**src/rtl/logic_unit_arbiter.sv**
```systemverilog
// Two-requester round-robin front end for a shared bitwise logic unit.
// One operation in flight at a time: accept (IDLE), compute (EXEC), hold result (RESP).

module logic_unit_bit (
  input  logic [1:0] op,
  input  logic       a,
  input  logic       b,
  output logic       y
);
  always_comb begin
    case (op)
      2'b00:   y = a & b;
      2'b01:   y = ~(a & b);
      2'b10:   y = a | b;
      default: y = a ^ b;
    endcase
  end
endmodule

module logic_unit_arbiter #(
  parameter int WIDTH = 32,
  parameter int CNT_W = 16
) (
  input  logic             clk,
  input  logic             rst,
  input  logic             req0_valid,
  output logic             req0_ready,
  input  logic [1:0]       req0_op,
  input  logic [WIDTH-1:0] req0_a,
  input  logic [WIDTH-1:0] req0_b,
  input  logic             req1_valid,
  output logic             req1_ready,
  input  logic [1:0]       req1_op,
  input  logic [WIDTH-1:0] req1_a,
  input  logic [WIDTH-1:0] req1_b,
  output logic             rsp_valid,
  input  logic             rsp_ready,
  output logic [WIDTH-1:0] rsp_data,
  output logic             rsp_id,
  output logic             busy,
  output logic [CNT_W-1:0] op_count
);

  typedef enum logic [1:0] {IDLE = 2'd0, EXEC = 2'd1, RESP = 2'd2} state_t;

  typedef struct packed {
    logic [1:0]       op;
    logic [WIDTH-1:0] a;
    logic [WIDTH-1:0] b;
  } req_t;

  state_t           state, state_nxt;
  req_t             req_q, req_sel;
  logic             prio;
  logic             grant, grant_vld, accept, rsp_hs;
  logic [WIDTH-1:0] alu_y;

  // Grant goes to prio only on contention; a lone requester always wins.
  always_comb begin
    grant_vld  = req0_valid | req1_valid;
    grant      = (req0_valid & req1_valid) ? prio : req1_valid;
    req_sel    = grant ? {req1_op, req1_a, req1_b} : {req0_op, req0_a, req0_b};
    accept     = (state == IDLE) & grant_vld;
    req0_ready = accept & ~grant;
    req1_ready = accept & grant;
    rsp_hs     = (state == RESP) & rsp_valid & rsp_ready;
  end

  always_comb begin
    state_nxt = state;
    case (state)
      IDLE:    if (accept) state_nxt = EXEC;
      EXEC:    state_nxt = RESP;
      RESP:    if (rsp_hs) state_nxt = IDLE;
      default: state_nxt = IDLE;
    endcase
  end

  always_ff @(posedge clk) begin
    if (rst) state <= IDLE;
    else     state <= state_nxt;
  end

  genvar gi;
  generate
    for (gi = 0; gi < WIDTH; gi++) begin : g_bit
      logic_unit_bit u_bit (
        .op (req_q.op),
        .a  (req_q.a[gi]),
        .b  (req_q.b[gi]),
        .y  (alu_y[gi])
      );
    end
  endgenerate

  always_ff @(posedge clk) begin
    if (rst) begin
      req_q     <= '0;
      prio      <= 1'b0;
      op_count  <= '0;
      rsp_valid <= 1'b0;
      rsp_data  <= '0;
      rsp_id    <= 1'b0;
    end else begin
      if (accept) begin
        req_q  <= req_sel;
        rsp_id <= grant;
      end
      if (state == EXEC) begin
        rsp_data  <= alu_y;
        rsp_valid <= 1'b1;
      end
      // Pointer moves only on a completed handshake, away from the requester just served.
      if (rsp_hs) begin
        rsp_valid <= 1'b0;
        prio      <= ~rsp_id;
        op_count  <= op_count + 1'b1;
      end
    end
  end

  assign busy = (state != IDLE);

endmodule

```
**config.mk**
```make
export PLATFORM = sky130hd
export DESIGN_NAME = logic_unit_arbiter
export DESIGN_NICKNAME = d
export VERILOG_FILES = /design/src/rtl/logic_unit_arbiter.sv
export SDC_FILE = /design/constraint.sdc
export NUM_CORES = 1
export LEC_CHECK = 0
export ABC_AREA = 1
export CAP_MARGIN = 20
export CORE_MARGIN = 2
export CORE_UTILIZATION = 40
export DETAILED_ROUTE_END_ITERATION = 7
export PLACE_DENSITY = 0.68
export SLEW_MARGIN = 20
export SYNTH_ARGS = -nofsm -noshare
export SYNTH_HDL_FRONTEND = slang
export SYNTH_SLANG_ARGS = --single-unit
```
**constraint.sdc**
```tcl
create_clock -name clk -period 1.8 [get_ports clk]
set_clock_uncertainty 0.2 [all_clocks]
set_input_delay 0.18 -clock clk [delete_from_list [all_inputs] [get_ports clk]]
set_output_delay 0.18 -clock clk [all_outputs]
set_load 0.02 [all_outputs]
```
Yosys cells after proc, flatten, opt, wreduce, memory -nomap -nowiden
Cells that the tools add are included.

Equal/unequal tests: 6. Bitwise operators: 137. Add/sub/neg operators: 1. Reductions and logical operators: 5. Mux-type cells: 37.

Operators by type and width (number): case mux 1 bit (3 select lines) (32); two-way mux 66 bit (1); AND 1 bit (38); NOT 1 bit (34); OR 1 bit (33); XOR 1 bit (32); adder 16 x 1 -> 16 bit, second input constant (1); case mux 2 bit (3 select lines) (1); equality test 2 x 1 -> 1 bit, second input constant (2); equality test 2 bit, second input constant (2); logical NOT 2 bit (2); two-way mux 2 bit (2); inequality test 2 bit, second input constant (2); AND reduction 2 bit (1); nonzero test 2 bit (1); OR reduction 2 bit (1); two-way mux 1 bit (1).

Bits of input ports: 137. Register bits after elaboration: 119.

Depth between registers and ports, before layout
Word-level depth: 5. Mapped depth: 10.

Hierarchy
Synthesis repeated with hierarchy kept, for this count alone.

Cell total of the unflattened synthesis: 1231. Area, all modules: 7459.7 µm².

Modules (own cells, without submodules): logic_unit_arbiter (times used 1, seq. area each 2382.3 µm², cells each 783, area an instance 5137.4 µm²); logic_unit_bit (times used 32, seq. area each 0.0 µm², cells each 14, area an instance 72.6 µm²).

Least setup slack after synthesis
No wires, ideal clock.

Kind: reg-to-reg. Start: register op_count[0]. End: register op_count[10]. Path buffers: 0. Stages on the path, launching flop included: 9. Required time: 1.487 ns. Arrival time: 1.282 ns. Path slack: 0.205 ns. Setup time: 0.113 ns. Cell sequence: dfxtp_1 ha_1 nand3_1 nor2_1 nand3_1 nor2_1 nand2_1 nand2_1 nor2_1.

Word-level cells in the longest chain between the ends: 1.

RTL lines: start: declaration (line 41) `output logic [CNT_W-1:0] op_count`; start signal: assignment (line 117) `op_count <= op_count + 1'b1;`; adder 16 x 1 -> 16 bit (line 117).

Every way passes these cells. A chain may end at the register's enable or synchronous reset.

Final worst setup path
Start: register rsp_data[17]. End: output port rsp_data[17].

RTL lines: start: declaration (line 38) `output logic [WIDTH-1:0] rsp_data,`; start signal: assignment (line 110) `rsp_data <= alu_y;`.

No word-level cell between the ends.

==> results.tsv <==
metric	value	unit
grt_pass1_wl	30800	um
leakage	5.03	nW
cp.required	1420	ps
period_minus_slack	1760	ps
fmax	570	MHz
place_congestion	0.802	
use_met2	0.357	
first_pass_iters	4	
fp.dieW	136	um
nNetsFinal	1451	
setup_viol_count_final	0	
use_met3	0.0552	
rsz0062_at_grt	false	
p_sw_frac	0.300	
period_share	0.975	
via_count	6980	
avgRoutedWirePerCell	12.4	um
critPathLaunchType	register	
clkLatencyLatePin	410	ps
grt_use_total	0.207	
pwr-share-comb	0.250	
p_switching	2.47	mW
irDropWorstVdd	0.000638	V
stdcell_area	9740	um2
cts_tree	yes	
layout-drive-gt1-share	0.0595	
tns	0	ps
p_int	5.77	mW
tightest_slew	356	ps
grt_overflow	0	
cp_max_fo	2	
dpl_worst_slack	-310	ps
vias_per_cell	4.70	
clockBufferDepth	2	
worst_slack	44.7	ps
crit_family	buffers and inverters	
synth_seq_area_share	0.341	
p_clk_frac	0.379	
pin_count	190	
dpl.hpwl	13000	um
antenna_cells	0	
syn2layout_area_growth	39.6	%
drc	0	
path_cells	clkdlybuf4s50_1	
path_class	reg -> out	
antenna_found_initial	0	
dieArea	18500	um2
port_buffers	189	
grt_pass1_vias	6595	
cts_hold_buf	0	
grt_use_met1	0.253	
path_clk_slew	50	ps
hold_violations	0	
core_area	17200	um2
synthCells	1067	
crit_slowest_cell	clkdlybuf4s50_1	
start_util	0.406	
cts_buffers	17	
grt_max_degree	60	
status	completed	
final_util	0.567	
synth_nets	1269	
h-tree-depth	4	
wl	18500	um
ys_types	23	
yosysWarnings	0	
maxCapViolCount	0	
postRouteAntennaNets	0	
endpoint_kind	output pin	
slew_viol_final	0	
die_height	136	um
num_rows	48	
path_buf_inv	1	
clock-sinks	119	
syn_area_per_cell	6.54	um2
power	8.23	mW
cp.arrival	1380	ps
ys_ff_latch	119	
drt_iter0_drc	289	
powerDensity	845	nW/um2
p_seq_frac	0.371	
post_dp_cell_area	9180	um2
busiest_layer	met2	
root_buffer	clkbuf_16	
crit_path_max_incr_delay	620	ps
synth_area	6980	um2
hold_path.class	in -> reg	
slew_headroom	0.762	
metrics by stage:
stage               hold slack (ps)  cells
global placement                256   1455
detailed placement              259   1455
floorplan                      49.1   1067
global route                    216   1486
CTS                             189   1486
finish                          204   1486
state kept, by name, summed over array words and instances (netlist names):
signal and flops:
op_count 16, prio 1, req_q 66, rsp_data 32
rsp_id 1, rsp_valid 1, state 2
path summary, 6_finish.rpt:
kind                                           startpoint                         to  slack, ps  cells past startpoint
worst min-delay path                           req1_a[27]     req_q[59]$_SDFFE_PP0P_        200                      5
worst max-delay path            rsp_data[17]$_SDFFE_PP0N_               rsp_data[17]         40                      1
worst min register to register   op_count[4]$_SDFFE_PP0P_   op_count[4]$_SDFFE_PP0P_        270                      2
worst max register to register      state[1]$_SDFFE_PP0P_  op_count[13]$_SDFFE_PP0P_        150                      8
placed cells by master, fill, tap and decap left out, types with 4 or more instances in the layout:
cell type        count
o21ai_0             40
buf_12               4
inv_1              193
nand3_1            110
clkinv_2             8
nand2_1            331
clkdlybuf4s50_1    164
nor2_4               4
dlygate4sd2_1       14
dlymetal6s2s_1       9
buf_4               26
a21oi_1             75
ha_1                65
o22ai_1             32
nor2_1              25
dfxtp_1            117
clkbuf_16           17
cells in the mapped netlist:
cell type	number	area [um2]
a211oi_1	1	7.51
nand3_1	110	551
nor3_1	3	15.0
nor2_2	3	18.8
and2_1	1	6.26
buf_2	29	145
o21ai_2	1	8.76
buf_6	4	45.0
inv_1	194	728
buf_4	1	7.51
o22ai_1	32	200
nand2_1	331	1240
buf_1	7	26.3
dfxtp_1	119	2380
ha_1	65	813
clkbuf_1	16	60.1
a21boi_1	1	7.51
inv_2	1	3.75
nor2_1	29	109
o21a_1	1	7.51
o21ai_0	40	200
a21oi_1	75	375
nand4_1	3	18.8
layout make-up:
| type | instances | area, um2 |
|---|---|---|
| clock buffers | 21 | 460 |
| clock inverters | 10 | 80.1 |
| fillers | 1670 | 7430 |
| inverters | 195 | 733 |
| multi-input cells | 696 | 3620 |
| flip-flops and latches | 119 | 2380 |
| well taps | 225 | 282 |
| repair buffers | 220 | 2180 |
power groups by stage:
stage	logic (mW)	registers (mW)	clock network, mW
finish	2.06	3.05	3.12
global route	2.34	3.09	3.31
CTS	2.09	3.06	3.18
detailed placement	2.08	3.11	0
global placement	2.05	3.10	0
floorplan	1.14	3.17	0
per-layer routing:
metal  up-vias  part of all wire
met5         -                 0
met4         0            0.0077
met3        11             0.063
met2       171              0.47
met1      3109              0.46
li1       3689                 -
cells by family after synthesis:
| logic type | count (synthesis) | synth area share |
|---|---|---|
| flops | 119 | 0.341 |
| buf+inv | 252 | 0.146 |
| fa+ha+maj | 65 | 0.117 |
| compound gates | 151 | 0.116 |
| simple gates | 480 | 0.281 |
what timing repair did:
item,in CTS,in global routing
setup buffers,0,0
endpoints found under the setup margin,16,19
gates resized for setup,23,15
pin swaps,0,0
(Power assumes the default switching activity.)
